[config.mk]
export PLATFORM = sky130hd
export DESIGN_NAME = ex_muldiv_flat
export DESIGN_NICKNAME = d
export VERILOG_FILES = /design/src/rtl/ex_muldiv_if.sv /design/src/rtl/ex_muldiv.sv /design/src/flat_wrapper.sv
export SDC_FILE = /design/constraint.sdc
export NUM_CORES = 1
export LEC_CHECK = 0
export ABC_CLOCK_PERIOD_IN_PS = 4800
export BUFFER_PORTS_ARGS = -buffer_cell sky130_fd_sc_hd__buf_4
export CAP_MARGIN = 20
export CELL_PAD_IN_SITES_DETAIL_PLACEMENT = 1
export CELL_PAD_IN_SITES_GLOBAL_PLACEMENT = 2
export CORE_MARGIN = 2
export CORE_UTILIZATION = 32
export CTS_CLUSTER_SIZE = 12
export DETAILED_ROUTE_END_ITERATION = 8
export GPL_TIMING_DRIVEN = 0
export PLACE_DENSITY = 0.84
export SLEW_MARGIN = 20
export SYNTH_ARGS = -nofsm -noshare
export SYNTH_HDL_FRONTEND = slang
export SYNTH_SLANG_ARGS = --single-unit
[constraint.sdc]
create_clock -name clk -period 4.8 [get_ports clk]
set_input_delay 0.72 -clock clk [delete_from_list [all_inputs] [get_ports clk]]
set_output_delay 0.72 -clock clk [all_outputs]
set_load 0.01 [all_outputs]
[src/rtl/ex_muldiv_if.sv]
// rtl/ex_muldiv_if.sv - operand, control and result bundle between EX stage and ex_muldiv
interface ex_muldiv_if #(
    parameter int XLEN = 32
);
    logic            start_i;
    logic [2:0]      funct3_i;
    logic [XLEN-1:0] reg1_i;
    logic [XLEN-1:0] reg2_i;
    logic [4:0]      wd_i;
    logic            wreg_i;
    logic            flush_i;
    logic            stallreq_o;
    logic            busy_o;
    logic            valid_o;
    logic [XLEN-1:0] wdata_o;
    logic [4:0]      wd_o;
    logic            wreg_o;

    modport master (
        output start_i, funct3_i, reg1_i, reg2_i, wd_i, wreg_i, flush_i,
        input  stallreq_o, busy_o, valid_o, wdata_o, wd_o, wreg_o
    );

    modport slave (
        input  start_i, funct3_i, reg1_i, reg2_i, wd_i, wreg_i, flush_i,
        output stallreq_o, busy_o, valid_o, wdata_o, wd_o, wreg_o
    );
endinterface

[src/rtl/ex_muldiv.sv]
// rtl/ex_muldiv.sv - iterative RV32M multiply/divide unit; MDU_EARLY_OUT_EN enables zero/div-by-zero/overflow early out
module ex_muldiv #(
    parameter int XLEN   = 32,
    parameter int UNROLL = 1
) (
    input  logic        clk,
    input  logic        rst,
    ex_muldiv_if.slave  bus
);
    localparam int STEPS = XLEN / UNROLL;
    localparam int CW    = (STEPS > 1) ? $clog2(STEPS) : 1;
    localparam logic [CW-1:0] LAST = CW'(STEPS - 1);

    typedef enum logic [1:0] {IDLE, CALC, DONE} state_t;

    state_t            state, state_next;
    logic [CW-1:0]     cnt;
    logic [2*XLEN-1:0] acc, acc_step, prod;
    logic [XLEN-1:0]   opb;
    logic [2:0]        op;
    logic              neg, dz;
    logic [4:0]        wd_q, wd_out;
    logic              wreg_q, wreg_out;
    logic [XLEN-1:0]   wdata_q;

    logic              a_sgn, b_sgn, in_neg, accept;
    logic [XLEN-1:0]   a_mag, b_mag;
    logic [XLEN:0]     t, diff, sum;
    logic [XLEN-1:0]   mul_res, div_res, calc_res;
    logic              early;
    logic [XLEN-1:0]   early_res;

    assign accept = (state == IDLE) && bus.start_i && !bus.flush_i;

    always_comb begin
        a_sgn = 1'b0;
        b_sgn = 1'b0;
        case (bus.funct3_i)
            3'd1, 3'd4, 3'd6: begin
                a_sgn = bus.reg1_i[XLEN-1];
                b_sgn = bus.reg2_i[XLEN-1];
            end
            3'd2:    a_sgn = bus.reg1_i[XLEN-1];
            default: ;
        endcase
        a_mag  = a_sgn ? -bus.reg1_i : bus.reg1_i;
        b_mag  = b_sgn ? -bus.reg2_i : bus.reg2_i;
        // REM takes the dividend's sign; every other op the XOR of operand signs
        in_neg = (bus.funct3_i == 3'd6) ? a_sgn : (a_sgn ^ b_sgn);
    end

`ifdef MDU_EARLY_OUT_EN
    localparam logic [XLEN-1:0] MIN_NEG = {1'b1, {(XLEN-1){1'b0}}};

    always_comb begin
        early     = 1'b0;
        early_res = '0;
        if (bus.funct3_i[2]) begin
            if (bus.reg2_i == '0) begin
                early     = 1'b1;
                early_res = bus.funct3_i[1] ? bus.reg1_i : '1;
            end else if (!bus.funct3_i[0] && bus.reg1_i == MIN_NEG && bus.reg2_i == '1) begin
                early     = 1'b1;
                early_res = bus.funct3_i[1] ? '0 : MIN_NEG;
            end
        end else if (bus.reg1_i == '0 || bus.reg2_i == '0) begin
            early = 1'b1;
        end
    end
`else
    assign early     = 1'b0;
    assign early_res = '0;
`endif

    // acc holds {partial product, multiplier} for multiply, {remainder, quotient} for divide
    always_comb begin
        acc_step = acc;
        t        = '0;
        diff     = '0;
        sum      = '0;
        for (int i = 0; i < UNROLL; i++) begin
            if (op[2]) begin
                t    = {acc_step[2*XLEN-1:XLEN], acc_step[XLEN-1]};
                diff = t - {1'b0, opb};
                if (!diff[XLEN])
                    acc_step = {diff[XLEN-1:0], acc_step[XLEN-2:0], 1'b1};
                else
                    acc_step = {t[XLEN-1:0], acc_step[XLEN-2:0], 1'b0};
            end else begin
                sum      = {1'b0, acc_step[2*XLEN-1:XLEN]} + (acc_step[0] ? {1'b0, opb} : '0);
                acc_step = {sum, acc_step[XLEN-1:1]};
            end
        end
    end

    always_comb begin
        prod     = neg ? -acc_step : acc_step;
        mul_res  = (op == 3'd0) ? prod[XLEN-1:0] : prod[2*XLEN-1:XLEN];
        if (op[1])
            div_res = neg ? -acc_step[2*XLEN-1:XLEN] : acc_step[2*XLEN-1:XLEN];
        else
            div_res = dz ? '1 : (neg ? -acc_step[XLEN-1:0] : acc_step[XLEN-1:0]);
        calc_res = op[2] ? div_res : mul_res;
    end

    always_comb begin
        state_next = state;
        case (state)
            IDLE:    if (accept) state_next = early ? DONE : CALC;
            CALC:    if (bus.flush_i) state_next = IDLE;
                     else if (cnt == LAST) state_next = DONE;
            DONE:    state_next = IDLE;
            default: state_next = IDLE;
        endcase
    end

    always_ff @(posedge clk) begin
        if (rst) begin
            state    <= IDLE;
            cnt      <= '0;
            acc      <= '0;
            opb      <= '0;
            op       <= '0;
            neg      <= 1'b0;
            dz       <= 1'b0;
            wd_q     <= '0;
            wreg_q   <= 1'b0;
            wdata_q  <= '0;
            wd_out   <= '0;
            wreg_out <= 1'b0;
        end else begin
            state <= state_next;
            case (state)
                IDLE: if (accept) begin
                    cnt    <= '0;
                    op     <= bus.funct3_i;
                    neg    <= in_neg;
                    dz     <= (bus.reg2_i == '0);
                    wd_q   <= bus.wd_i;
                    wreg_q <= bus.wreg_i;
                    acc    <= {{XLEN{1'b0}}, bus.funct3_i[2] ? a_mag : b_mag};
                    opb    <= bus.funct3_i[2] ? b_mag : a_mag;
                    if (early) begin
                        wdata_q  <= early_res;
                        wd_out   <= bus.wd_i;
                        wreg_out <= bus.wreg_i;
                    end
                end
                CALC: begin
                    cnt <= cnt + 1'b1;
                    acc <= acc_step;
                    if (!bus.flush_i && cnt == LAST) begin
                        wdata_q  <= calc_res;
                        wd_out   <= wd_q;
                        wreg_out <= wreg_q;
                    end
                end
                default: ;
            endcase
        end
    end

    assign bus.stallreq_o = accept || (state == CALC);
    assign bus.busy_o     = (state != IDLE);
    assign bus.valid_o    = (state == DONE);
    assign bus.wdata_o    = wdata_q;
    assign bus.wd_o       = wd_out;
    assign bus.wreg_o     = wreg_out;
endmodule

[src/flat_wrapper.sv]
// flat-port wrapper written by rule: the top's interface ports become plain ports
module ex_muldiv_flat 
#(
    parameter int XLEN   = 32,
    parameter int UNROLL = 1
)
  (clk, rst, bus_start_i, bus_funct3_i, bus_reg1_i, bus_reg2_i, bus_wd_i, bus_wreg_i, bus_flush_i, bus_stallreq_o, bus_busy_o, bus_valid_o, bus_wdata_o, bus_wd_o, bus_wreg_o);
  ex_muldiv_if #(.XLEN(XLEN)) bus_i ();
  input  logic clk;
  input  logic rst;
  input wire logic [$bits(bus_i.start_i)-1:0] bus_start_i;
  input wire logic [$bits(bus_i.funct3_i)-1:0] bus_funct3_i;
  input wire logic [$bits(bus_i.reg1_i)-1:0] bus_reg1_i;
  input wire logic [$bits(bus_i.reg2_i)-1:0] bus_reg2_i;
  input wire logic [$bits(bus_i.wd_i)-1:0] bus_wd_i;
  input wire logic [$bits(bus_i.wreg_i)-1:0] bus_wreg_i;
  input wire logic [$bits(bus_i.flush_i)-1:0] bus_flush_i;
  output wire logic [$bits(bus_i.stallreq_o)-1:0] bus_stallreq_o;
  output wire logic [$bits(bus_i.busy_o)-1:0] bus_busy_o;
  output wire logic [$bits(bus_i.valid_o)-1:0] bus_valid_o;
  output wire logic [$bits(bus_i.wdata_o)-1:0] bus_wdata_o;
  output wire logic [$bits(bus_i.wd_o)-1:0] bus_wd_o;
  output wire logic [$bits(bus_i.wreg_o)-1:0] bus_wreg_o;
  assign bus_i.start_i = bus_start_i;
  assign bus_i.funct3_i = bus_funct3_i;
  assign bus_i.reg1_i = bus_reg1_i;
  assign bus_i.reg2_i = bus_reg2_i;
  assign bus_i.wd_i = bus_wd_i;
  assign bus_i.wreg_i = bus_wreg_i;
  assign bus_i.flush_i = bus_flush_i;
  assign bus_stallreq_o = bus_i.stallreq_o;
  assign bus_busy_o = bus_i.busy_o;
  assign bus_valid_o = bus_i.valid_o;
  assign bus_wdata_o = bus_i.wdata_o;
  assign bus_wd_o = bus_i.wd_o;
  assign bus_wreg_o = bus_i.wreg_o;
  ex_muldiv #(.XLEN(XLEN), .UNROLL(UNROLL)) u_core (.clk(clk), .rst(rst), .bus(bus_i));
endmodule
Word-level counts from Yosys, hierarchy flattened
Cells that the tools add are included.
- add/subtract/negate cells: 8
- equality and inequality tests: 9
- muxes and demuxes: 25
- bitwise operators: 1
- reductions and logical operators: 16
- operator list (cell ; count):
    2-to-1 mux 32 bit ; 11
    2-to-1 mux 64 bit ; 4
    negator 32 bit ; 4
    one-hot mux 64 bit (2 select lines) ; 1
    negator 64 bit ; 1
    adder 32 x 33 -> 33 bit ; 1
    subtractor 33 x 32 -> 33 bit ; 1
    zero test 32 bit ; 1
    one-hot mux 5 bit (2 select lines) ; 1
    AND reduction 2 bit ; 4
    == test 3 bit, second input constant ; 2
    2-to-1 mux 2 bit ; 3
    adder 5 x 1 -> 5 bit, second input constant ; 1
    == test 5 bit, second input constant ; 1
    2-to-1 mux 5 bit ; 1
    one-hot mux 2 bit (2 select lines) ; 1
    nonzero test 2 bit ; 2
    OR reduction 4 bit ; 1
    == test 3 x 1 -> 1 bit, second input constant ; 1
    == test 3 x 2 -> 1 bit, second input constant ; 1
    logical AND 1 bit ; 3
    zero test 3 bit ; 1
    2-to-1 mux 1 bit ; 3
    inequality test 3 x 2 -> 1 bit, second input constant ; 1
    8 further kinds ; 8
- bits in registers: 152
- input bits: 77
- output and inout port bits: 41
- word-level logic and storage cells: 71

Logic depth before layout (Yosys ltp)
Gate-level depths: netlist of the first run.
- word-level depth: 8
- depth in mapped cells: 24
- depth with buffers taken out: 23

Least setup slack after synthesis of the first run
OpenSTA, ideal clock, no wires.
- path kind: reg-to-reg
- start: register u_core.acc[31]
- end: register u_core.wdata_q[30], in the netlist u_core.bus.wdata_o[30]
- setup time: 132 ps
- arrival: 4926 ps
- data required time: 4668 ps
- setup slack: -258 ps
- stages on the path, launching flop included: 25
- buffers on the path: 1
- clock period less this slack: 5058 ps
- cell sequence: dfxtp_1 > inv_1 > ha_1 > fa_1 > nand2b_1 > a21oi_1 > o211a_1 > o211a_1 > a211o_1 > buf_6 > nor2_4 > nor2_1 > ha_1 > nand2_1 > or3_1 > or2_2 > or2_2 > nor2_1 > a21oi_1 > nor3_1 > nand4_1 > nor4_1 > mux2_2 > o31ai_1 > a211oi_1
- word-level cells in the longest chain between the ends: 8
- elaborated cells on any way between the ends: 13
- those cells by class: 4 x add/sub; 9 x mux
- ends and longest elaborated chain (element ; line ; source):
    from (decl) ; ex_muldiv.sv:18 ; logic [2*XLEN-1:0] acc, acc_step, prod;
    from (signal assigned) ; ex_muldiv.sv:141 ; acc <= {{XLEN{1'b0}}, bus.funct3_i[2] ? a_mag : b_mag};
    from (signal assigned) ; ex_muldiv.sv:151 ; acc <= acc_step;
    subtractor 33 x 32 -> 33 bit ; ex_muldiv.sv:84 ; diff = t - {1'b0, opb};
    2-to-1 mux 64 bit ; ex_muldiv.sv:85 ; if (!diff[XLEN])
    2-to-1 mux 64 bit * ; ex_muldiv.sv:82 ; if (op[2]) begin
    negator 32 bit ; ex_muldiv.sv:102 ; div_res = dz ? '1 : (neg ? -acc_step[XLEN-1:0] : acc_step[XLEN-1:0]);
    2-to-1 mux 32 bit (2 in series) ; ex_muldiv.sv:102 ;
    2-to-1 mux 32 bit ; ex_muldiv.sv:99 ; if (op[1])
    2-to-1 mux 32 bit * ; ex_muldiv.sv:103 ; calc_res = op[2] ? div_res : mul_res;
    to (signal assigned) ; ex_muldiv.sv:144 ; wdata_q <= early_res;
    to (signal assigned) ; ex_muldiv.sv:153 ; wdata_q <= calc_res;
    to (decl) ; ex_muldiv.sv:24 ; logic [XLEN-1:0] wdata_q;
Mark *: on every way between the ends. The rest lies on a longest branch, timed or not.
A chain may end at the register's enable or synchronous reset.

Worst setup path in the final report of the first run
- start: register u_core.opb[28]
- end: register u_core.wdata_q[30], in the netlist u_core.bus.wdata_o[30]
- word-level cells in the longest chain between the ends: 8
- elaborated cells on any way between the ends: 15
- those cells by class: 5 x add/sub; 10 x mux
- ends and longest elaborated chain (element ; line ; source):
    from (decl) ; ex_muldiv.sv:19 ; logic [XLEN-1:0] opb;
    from (signal assigned) ; ex_muldiv.sv:142 ; opb <= bus.funct3_i[2] ? b_mag : a_mag;
    subtractor 33 x 32 -> 33 bit ; ex_muldiv.sv:84 ;
    2-to-1 mux 64 bit ; ex_muldiv.sv:85 ;
    2-to-1 mux 64 bit * ; ex_muldiv.sv:82 ;
    negator 32 bit ; ex_muldiv.sv:102 ;
    2-to-1 mux 32 bit (2 in series) ; ex_muldiv.sv:102 ;
    2-to-1 mux 32 bit ; ex_muldiv.sv:99 ;
    2-to-1 mux 32 bit * ; ex_muldiv.sv:103 ;
Marked as above.

==> results.md, run 1 <==
* Vias in the first global route at between 15,000 and 20,000
* Initial antenna violation count at 0
* Die H at about 230 um
* Placeable core region at approximately 49,000 um^2
* Worst setup margin at -0.396 ns
* Most frequent cells in the layout: 286 x nand2_1, 227 x nor2_1, 208 x a21oi_1
* Worst-Skew Late Latency at between 0.4 and 0.5 ns
* Total track usage at 0.320
* Fin cells at ~3,100
* Post-synth top area share at 0.191
* Leak at roughly 7.5 nW
* Post-Place Cells at roughly 3,100
* Pin count of the biggest net entering global routing at 17
* Ys Warns at 0
* Antenna Violating Nets Remaining at 0
* Share of cells above drive strength 1 at 0.190
* Port Buf Inserts at between 100 and 150
* Syn Std Cell Area at 15,900 um^2
* Largest area contributor in the synthesized netlist: dfxtp_1
* Boundary pin count at around 120
* Final setup fails at 19
* H-tree depth at 4
* Power per cell area at 244 nW/um^2
* Drt drc at 0
* Dpl ws at -1.67 ns
* Synth async-reset ratio at 0
* Arrival time worst endpoint at 5.51 ns
* Iter 0 DRT Violations at 1,810
* Max-slew violation count at 0
* Clk buf depth at 2
* CTS tree: yes
* Crit share post-route at 1.08
* Average wire per standard cell at between 20 and 30 um
* Max_cap viols at 0
* Area grow syn2layout at 24.2%
* Synth Instances at around 2,300
* Cts hold-fix bufs at 0
* Max Clk Rate at 192 MHz
* Commonest non-fill, non-tap cell in the layout: nand2_1
* Starting Density at 0.325
* Post-synth EDFFs at 0
* Worst slew margin at 0.274
* CTS Buf Count at 17
* Die Wd at about 230 um
* Detailed placement HPWL at 66,900 um
* CTS Sinks at around 150
* Via-to-Cell Ratio at ~6.1
* First-pass GRT wire length at ~120,000 um
* Hold Crit Class: flop to flop
* Worst setup path class: flop to flop
* Via count at approximately 19,000
* Reg clk slew, reported paths at about 0.07 ns
* CP startpoint kind: flop
* CP Capture Type: flop
* Routability cong. at a little over 1
* Seq cells post-synth at around 150
* Die Area at ~52,000 um^2
* Top post-synthesis cells by area: dfxtp_1 19%, a21oi_1 7.2%, nand2_1 6.9%
* Syn_area_per_cell at roughly 7.0 um^2
* Net Count, Synth at about 2,400
* Min Tclk post-route at between 5 and 6 ns
* CTS root buf: clkbuf_16
* Sequential fraction of the synthesis area at 0.191
* Final Skew at 0.0119 ns
* Least-Margin Pin Slew at between 1 and 1.5 ns
* Nets at 2,618
* Ys flop type: dfxtp_1
* CP required at 5.11 ns
* Netlist cell types at 96
* Total gr overflow at 0
* Routed Wire Length at approximately 84,000 um
* Detailed Routing Iterations Pass 1 at 5
* Final hold viol count at 0
* Highest ir drop seen on vdd at between 200 and 300 uV
* Highest net fanout along the worst path at 5
* Outcome: complete, but fails checks
* Failing checks: negative setup slack
* RSZ-0062 raised after global routing: true
* # rows at slightly above 80
-- per-stage QoR --
step	power (mW)	cell area [um^2]	TNS (ns)	utilization	hold slack (ns)
finish	4.83	19800	-3.79	0.404	0.454
global route	5.00	19800	-6.11	0.404	0.478
CTS	4.67	19200	-2.83	0.391	0.446
detailed placement	3.14	17700	-45.03	0.361	0.449
global placement	3.11	17700	-41.65	0.361	0.436
floorplan	2.47	16000	0	-	0.432
-- power by group --
group / leakage [nW] / switching [mW] / internal (mW) / total [mW]
Sequential: 1.25 / 0.0731 / 1.30 / 1.38
Clock: 0.272 / 0.633 / 0.724 / 1.36
Combinational: 6.01 / 1.36 / 0.733 / 2.09
-- Yosys cell counts, types with 7 or more instances --
cell type / instances
a22oi_1: 40
buf_2: 22
o21ai_1: 7
mux2_2: 14
nand3_1: 27
a211o_1: 12
o211ai_1: 60
o22ai_1: 8
inv_1: 70
o41ai_1: 13
o21bai_1: 10
dfxtp_1: 152
a311oi_1: 7
or2_2: 13
a21oi_1: 228
nand2_1: 293
o31ai_1: 28
a221oi_1: 19
xnor2_1: 90
and2_1: 52
nand4_1: 20
nor3b_1: 8
nand2b_1: 27
xor2_1: 78
o21a_1: 15
ha_1: 70
buf_1: 11
mux2i_1: 40
or3_1: 20
a211oi_1: 37
clkbuf_1: 109
or4_1: 11
nor3_1: 63
nor2_1: 233
a21o_1: 29
o21ai_0: 147
nor4_1: 16
and3_1: 14
a31oi_1: 21
o221ai_1: 12
nor2b_1: 11
-- area by class of cell --
type                       count  area [um^2]
buffer                       145          689
clock buffer                  18          429
fill                        6224        29300
clock inverter                14          143
sequential                   152         3100
multi-input combinational   1906        13000
inverter                      72          280
tap                          664          831
antenna                        1         2.50
timing repair buffer         175         1340
-- flip-flops by register name, summed over array words and instances (netlist names), 2 cells and up --
register	cells
u_core.state	2
u_core.op	3
u_core.cnt	5
u_core.opb	32
u_core.bus.wdata_o	32
u_core.bus.wd_o	5
u_core.wd_q	5
u_core.acc	64
-- critical path, stage by stage, from the launching register on --
cell and delay (ns):
dfxtp_4 0.42, inv_4 0.05, ha_4 0.28, nand4_1 0.21, nor4_4 0.46, a221oi_4 0.13, buf_4 0.17, a21oi_4 0.17
a211o_1 0.15, buf_6 0.11, nor2_4 0.05, nor2_2 0.14, ha_2 0.21, nand2_2 0.07, or3_4 0.37, or2_4 0.24
or2_4 0.27, nor2_4 0.14, a21oi_4 0.08, nor3_4 0.21, nand4_1 0.15, buf_6 0.19, nor4_4 0.15, mux2_4 0.34
o31ai_4 0.16, a211oi_1 0.09
-- per-layer routing --
metal | track usage | part of all wire | vias up
met1 | 0.418 | 0.43 | 9610
met5 | 0 | 0 | -
li1 | - | - | 8679
met4 | 0.162 | 0.053 | 0
met3 | 0.0533 | 0.069 | 202
met2 | 0.506 | 0.45 | 801
-- timing repair --
item                                    CTS  global route
pin swaps                                41            27
buffers inserted                         36            23
gates resized for setup                 154           113
endpoints found under the setup margin   57            31
hold endpoints to repair                  0             0
-- cell families after synthesis --
| family | synth area share |
|---|---|
| and+or+nand+nor | 0.248 |
| AOI/OAI and AO/OA | 0.318 |
| buffers and inverters | 0.0566 |
| xor gates and xnor gates | 0.0923 |
| DFF | 0.191 |
| adders and majority gates | 0.0574 |
| muxes | 0.0364 |
-- path summary, 6_finish.rpt --
| check | startpoint | end | slack, ns | cells after the start |
|---|---|---|---|---|
| max | u_core.opb[28]$_SDFFE_PP0P_ | u_core.bus.wdata_o[30]$_SDFFE_PP0P_ | -0.40 | 25 |
| min | u_core.wd_q[4]$_SDFFE_PP0P_ | u_core.bus.wd_o[4]$_SDFFE_PP0P_ | 0.45 | 2 |
| max reg2reg | u_core.opb[28]$_SDFFE_PP0P_ | u_core.bus.wdata_o[30]$_SDFFE_PP0P_ | -0.40 | 25 |
| min reg2reg | u_core.wd_q[4]$_SDFFE_PP0P_ | u_core.bus.wd_o[4]$_SDFFE_PP0P_ | 0.45 | 2 |
No activity file was read; power rests on OpenSTA's default activity.
==> run 2, diff against run 1 <==
--- a/config.mk
+++ b/config.mk
@@ -15,7 +15,7 @@
 export CTS_CLUSTER_SIZE = 12
 export DETAILED_ROUTE_END_ITERATION = 8
 export GPL_TIMING_DRIVEN = 0
-export PLACE_DENSITY = 0.84
+export PLACE_DENSITY_LB_ADDON = 0.1
 export SLEW_MARGIN = 20
 export SYNTH_ARGS = -nofsm -noshare
 export SYNTH_HDL_FRONTEND = slang
==> results.md, run 2 (synthesis results as in run 1) <==
* Boundary pin count at 118 (unchanged)
* Area grow syn2layout at 31.9%
* CP top delay family: simple AND/OR/NAND/NOR gates
* Antenna Violating Nets Remaining at 0 (unchanged)
* # diodes at 0 (-1)
* Placed standard-cell area at 17,700 um^2 (about the same)
* Failing checks: negative setup slack
* Detailed Routing Iterations Pass 1 at 5 (unchanged)
* Max Clk Rate at 196 MHz (+2.0%)
* Hold Crit Class: flop to flop
* Die H at 227 um (unchanged)
* CTS root buf: clkbuf_16
* CTS tree: yes
* # rows at 81 (unchanged)
* CP startpoint kind: flop
* Clk buf depth at 2 (unchanged)
* Leak at 8.06 nW (+6.9%)
* Worst setup path class: flop to flop
* Nets at 2,681 (+2.4%)
* Outcome: complete, but fails checks
* DR WL met2 at 41,100 um (+10%)
* Total track usage at 0.342 (+0.0229)
* Highest net fanout along the worst path at 4 (-1)
* Share of cells above drive strength 1 at 0.237 (+0.0472)
* Max_cap viols at 0 (unchanged)
* CP required at 5.13 ns (+0.02 ns)
* Final setup fails at 11 (-8)
* Average wire per standard cell at 27.8 um (+4.7%)
* CTS Sinks at 152 (unchanged)
* Worst slew margin at 0.248 (-0.0260)
* Worst-Skew Late Latency at 0.50 ns (about the same)
* Crit-path max cell delay at 0.36 ns (-0.10 ns)
* Crit share post-route at 1.06 (-0.0214)
* Initial antenna violation count at 5 (+5)
* Port Buf Inserts at 116 (unchanged)
* CP Capture Type: flop
* RSZ-0062 raised after global routing: true
* Die Area at 51,600 um^2 (unchanged)
* Least-Margin Pin Slew at 1.12 ns (+0.0385 ns)
* Vias in the first global route at 19,200 (+0.65%)
* Pin count of the biggest net entering global routing at 19 (+2)
* Detailed placement HPWL at 71,800 um (+7.4%)
* Die Wd at 227 um (unchanged)
* Max-slew violation count at 0 (unchanged)
* CTS Buf Count at 17 (unchanged)
* Most frequent cells in the layout: 284 x nand2_1, 233 x buf_4, 227 x nor2_1
* Reg clk slew, reported paths at 0.08 ns (about the same)
* Via count at 19,300 (-0.12%)
* Highest ir drop seen on vdd at 218 uV (-15%)
* Largest register FFs at 64 (unchanged)
* Met1 wire length at 39,000 um (+8.0%)
* Routed Wire Length at 89,400 um (+6.7%)
* Iter 0 DRT Violations at 1,423 (-21%)
* Power per cell area at 247 nW/um^2 (+1.4%)
* First-pass GRT wire length at 129,000 um (+5.4%)
* H-tree depth at 4 (unchanged)
* Placeable core region at 49,100 um^2 (unchanged)
* Commonest non-fill, non-tap cell in the layout: nand2_1
* Routability cong. at 0.960 (-4.6%)
* Dpl ws at -1.96 ns (-0.291 ns)
* Drt drc at 0 (unchanged)
* Finished Core Util at 0.429 (+0.0250)
* Arrival time worst endpoint at 5.43 ns (-0.08 ns)
* Min Tclk post-route at 5.09 ns (-0.103 ns)
* Total gr overflow at 0 (unchanged)
* Highest routed layer: met5
* Non-Filler Cell Area, Final at 21,000 um^2 (+6.2%)
* Final Skew at 0.0225 ns (+0.0105 ns)
* CP max stage cell: dfxtp_4
* Met3 routed WL at 5510 um (-4.2%)
* Final hold viol count at 0 (unchanged)
* Bufs and invs on worst path at 3 (-1)
* Worst setup margin at -0.293 ns (+0.103 ns)
* Largest Register: u_core.acc
* Starting Density at 0.325 (unchanged)
* Via-to-Cell Ratio at 6.00 (-2.0%)
* Cts hold-fix bufs at 0 (unchanged)
-- run 2: routing by layer --
metal  up-vias  global-route usage
met5         -                   0
met4         2               0.142
met3       149              0.0569
met2       710               0.560
met1      9611               0.445
li1       8797                   -
-- run 2: per-stage QoR --
| stage | power, mW | cells | hold WS, ns | setup TNS [ns] |
|---|---|---|---|---|
| 6_report | 5.20 | 3209 | 0.458 | -0.996 |
| 2_1_floorplan | 2.47 | 2280 | 0.432 | 0 |
| 3_3_place_gp | 3.19 | 3060 | 0.441 | -42.04 |
| 5_1_grt | 5.38 | 3209 | 0.481 | -2.67 |
| 3_5_place_dp | 3.21 | 3061 | 0.449 | -41.82 |
| 4_1_cts | 4.93 | 3147 | 0.459 | -1.10 |
-- run 2: area by class of cell --
type | count | area [um^2]
inverter | 72 | 273
multi-input combinational | 1906 | 13500
clock buffer | 17 | 425
fill | 6176 | 28000
sequential | 152 | 3180
clock inverter | 15 | 201
buffer | 142 | 759
timing repair buffer | 241 | 1900
tap | 664 | 831
-- run 2: path summary, 6_finish.rpt --
kind	slack [ns]	end	start	cells after the start
worst max register to register	-0.29	u_core.bus.wdata_o[30]$_SDFFE_PP0P_	u_core.acc[31]$_SDFFE_PP0P_	25
worst max-delay path	-0.29	u_core.bus.wdata_o[30]$_SDFFE_PP0P_	u_core.acc[31]$_SDFFE_PP0P_	25
worst min-delay path	0.46	u_core.wd_q[0]$_SDFFE_PP0P_	u_core.wd_q[0]$_SDFFE_PP0P_	2
worst min register to register	0.46	u_core.wd_q[0]$_SDFFE_PP0P_	u_core.wd_q[0]$_SDFFE_PP0P_	2
-- run 2: report_power, final --
part,internal (mW),switching (mW)
sequential,1.30,0.0747
clock,0.754,0.697
combinational,0.883,1.49
total,2.94,2.26
-- run 2: what timing repair did --
| item | CTS | global route |
|---|---|---|
| buffers inserted | 59 | 66 |
| cloned | 0 | 0 |
| gates resized for setup | 236 | 170 |
| pin swaps | 60 | 61 |
| setup endpoints to repair | 49 | 32 |
-- run 2: tightest hold or removal path, delay by kind of cell (launching register included) --
family / cells / cell delay (ns)
DFF: 1 / 0.31
and+or+nand+nor: 1 / 0.05
AOI/OAI and AO/OA: 1 / 0.05
==> run 3, diff against run 2 <==
--- a/config.mk
+++ b/config.mk
@@ -10,7 +10,7 @@
 export CAP_MARGIN = 20
 export CELL_PAD_IN_SITES_DETAIL_PLACEMENT = 1
 export CELL_PAD_IN_SITES_GLOBAL_PLACEMENT = 2
-export CORE_MARGIN = 2
+export CORE_MARGIN = 8
 export CORE_UTILIZATION = 32
 export CTS_CLUSTER_SIZE = 12
 export DETAILED_ROUTE_END_ITERATION = 8
==> constraint.sdc (replaced) <==
create_clock -name clk -period 4.8 [get_ports clk]
set_input_delay 1.2 -clock clk [delete_from_list [all_inputs] [get_ports clk]]
set_output_delay 1.2 -clock clk [all_outputs]
set_load 0.01 [all_outputs]
==> results.md, run 3 (synthesis results as in run 1) <==
* Die Area at 57,200 um^2 (+11%)
* Pin count of the biggest net entering global routing at 19 (unchanged)
* Port Buf Inserts at 116 (unchanged)
* Largest Register: u_core.acc
* CTS Sinks at 152 (unchanged)
* First-pass GRT wire length at 129,000 um (+0.51%)
* Die Wd at 239 um (+5.3%)
* Drt drc at 0 (unchanged)
* Crit-path most repeated cell: nor2_4
* CTS root buf: clkbuf_16
* Nets at 2,646 (-1.3%)
* CP max stage cell: dfxtp_4
* Detailed Routing Iterations Pass 1 at 6 (+1)
* Leak at 7.85 nW (-2.5%)
* Total gr overflow at 0 (unchanged)
* Max-slew violation count at 0 (unchanged)
* Die H at 239 um (+5.3%)
* Worst-Skew Late Latency at 0.49 ns (about the same)
* Worst setup path class: flop to flop
* Power, Total at 4.98 mW (-4.3%)
* Routability cong. at 0.963 (+0.24%)
* Via-to-Cell Ratio at 6.00 (-0.11%)
* Detailed placement HPWL at 71,800 um (about the same)
* Crit-path max cell delay at 0.41 ns (+0.05 ns)
* Routed Wire Length at 89,600 um (+0.28%)
* # rows at 82 (+1.2%)
* Highest ir drop seen on vdd at 291 uV (+33%)
* Via count at 19,100 (-0.92%)
* Min-Delay Path Depth at 2 (unchanged)
* Crit share post-route at 1.07 (+0.00706)
* Iter 0 DRT Violations at 1,669 (+17%)
* Initial antenna violation count at 2 (-3)
* Critical path depth in cells at 25 (unchanged)
* Worst setup margin at -0.327 ns (-0.0339 ns)
* Clk buf depth at 2 (unchanged)
* Final hold viol count at 0 (unchanged)
* Most frequent cells in the layout: 285 x nand2_1, 228 x nor2_1, 210 x buf_4
* CP top delay family: simple AND/OR/NAND/NOR gates
* Commonest non-fill, non-tap cell in the layout: nand2_1
* CP Capture Type: flop
* CTS tree: yes
* Failing checks: negative setup slack
* Worst slew margin at 0.277 (+0.0289)
* Largest register FFs at 64 (unchanged)
* Boundary pin count at 118 (unchanged)
* CP startpoint kind: flop
* RSZ-0062 raised after global routing: true
* Placeable core region at 49,700 um^2 (+1.2%)
* Vias in the first global route at 19,100 (-0.81%)
* Finished Core Util at 0.414 (-0.0151)
* CP required at 5.13 ns (about the same)
* Highest net fanout along the worst path at 6 (+2)
* Starting Density at 0.321 (-0.00396)
* Final setup fails at 11 (unchanged)
* Share of cells above drive strength 1 at 0.223 (-0.0146)
* Hold Crit Class: flop to flop
* Max Clk Rate at 195 MHz (-0.66%)
* Least-Margin Pin Slew at 1.08 ns (-0.0316 ns)
* Final Skew at 0.0183 ns (-0.00416 ns)
* Average wire per standard cell at 28.2 um (+1.1%)
* Outcome: complete, but fails checks
* Total track usage at 0.304 (-0.0382)
* Final hold slack at 0.453 ns (-0.00543 ns)
* Reg clk slew, reported paths at 0.08 ns (about the same)
* Min Tclk post-route at 5.13 ns (+0.0339 ns)
* Arrival time worst endpoint at 5.46 ns (+0.03 ns)
* Bufs and invs on worst path at 4 (+1)
* Area grow syn2layout at 28.8%
* Max_cap viols at 0 (unchanged)
* Cells on worst reg2reg path at 25 (unchanged)
* Antenna Violating Nets Remaining at 0 (unchanged)
* CTS Buf Count at 17 (unchanged)
* H-tree depth at 4 (unchanged)
* Power per cell area at 242 nW/um^2 (-2.0%)
==> run 3: cell types whose count changed in the layout (fill, tap and decap cells not counted), sizes merged <==
cell / before / now
buf: 280 / 245
bufinv: 1 / 0
clkinv: 7 / 6
clkinvlp: 1 / 2
diode: 0 / 1
inv: 78 / 79
==> run 3: layout make-up <==
type,instances,area [um^2]
diodes,1,2.50
plain buffers,143,758
clock buffers,17,425
clock inverters,15,176
fillers,6221,29100
inverters,72,273
multi-input cells,1906,13300
flip-flops and latches,152,3160
well taps,672,841
repair buffers,205,1600
==> run 3: metal layers <==
layer  vias to the layer above  part of all wire  track usage
li1                       8732                 -            -
met1                      9510              0.45        0.405
met2                       687              0.45        0.484
met3                       162             0.057       0.0415
met4                         0             0.050        0.140
met5                         -                 0            0
==> run 3: power by group <==
| part | switching (mW) | total [mW] | internal, mW |
|---|---|---|---|
| combinational | 1.40 | 2.19 | 0.792 |
| clock | 0.710 | 1.41 | 0.702 |
| sequential | 0.0718 | 1.37 | 1.30 |
==> run 3: path summary, 6_finish.rpt <==
| kind | start | end | slack (ns) |
|---|---|---|---|
| min reg2reg | u_core.bus.wdata_o[18]$_SDFFE_PP0P_ | u_core.bus.wdata_o[18]$_SDFFE_PP0P_ | 0.45 |
| min | u_core.bus.wdata_o[18]$_SDFFE_PP0P_ | u_core.bus.wdata_o[18]$_SDFFE_PP0P_ | 0.45 |
| max reg2reg | u_core.opb[25]$_SDFFE_PP0P_ | u_core.bus.wdata_o[30]$_SDFFE_PP0P_ | -0.33 |
| max | u_core.opb[25]$_SDFFE_PP0P_ | u_core.bus.wdata_o[30]$_SDFFE_PP0P_ | -0.33 |
==> run 3: per-stage QoR <==
step	TNS (ns)	cells	setup WS (ns)	instance area (um^2)
floorplan	0	2280	0.00130	16000
global placement	-47.32	3068	-1.66	17700
detailed placement	-44.68	3069	-1.64	17700
CTS	-1.18	3153	-0.215	19900
global route	-3.92	3182	-0.472	20500
finish	-1.60	3183	-0.327	20500
==> run 3: what timing repair did <==
| action | 4_1_cts | 5_1_grt |
|---|---|---|
| hold buffers | 0 | 0 |
| hold endpoints to repair | 0 | 0 |
| resized for setup | 272 | 85 |
| gates cloned | 0 | 1 |
| endpoints found under the setup margin | 56 | 30 |
| pin swaps | 60 | 64 |
| buffers inserted | 59 | 28 |
==> run 3: worst register-to-register path, stage by stage, from the launching register on <==
cell	delay (ns)
dfxtp_4	0.41
inv_4	0.05
ha_4	0.30
nand4_1	0.20
nor4_4	0.31
a221oi_2	0.11
buf_4	0.15
a21oi_4	0.18
a211o_1	0.15
buf_6	0.11
nor2_4	0.05
nor2_4	0.15
ha_4	0.16
nand2_2	0.05
or3_4	0.40
or2_4	0.26
or2_4	0.26
nor2_4	0.16
a21oi_4	0.09
nor3_4	0.24
nand4_1	0.14
buf_6	0.18
nor4_4	0.24
mux2_4	0.34
o31ai_4	0.18
a211oi_2	0.09
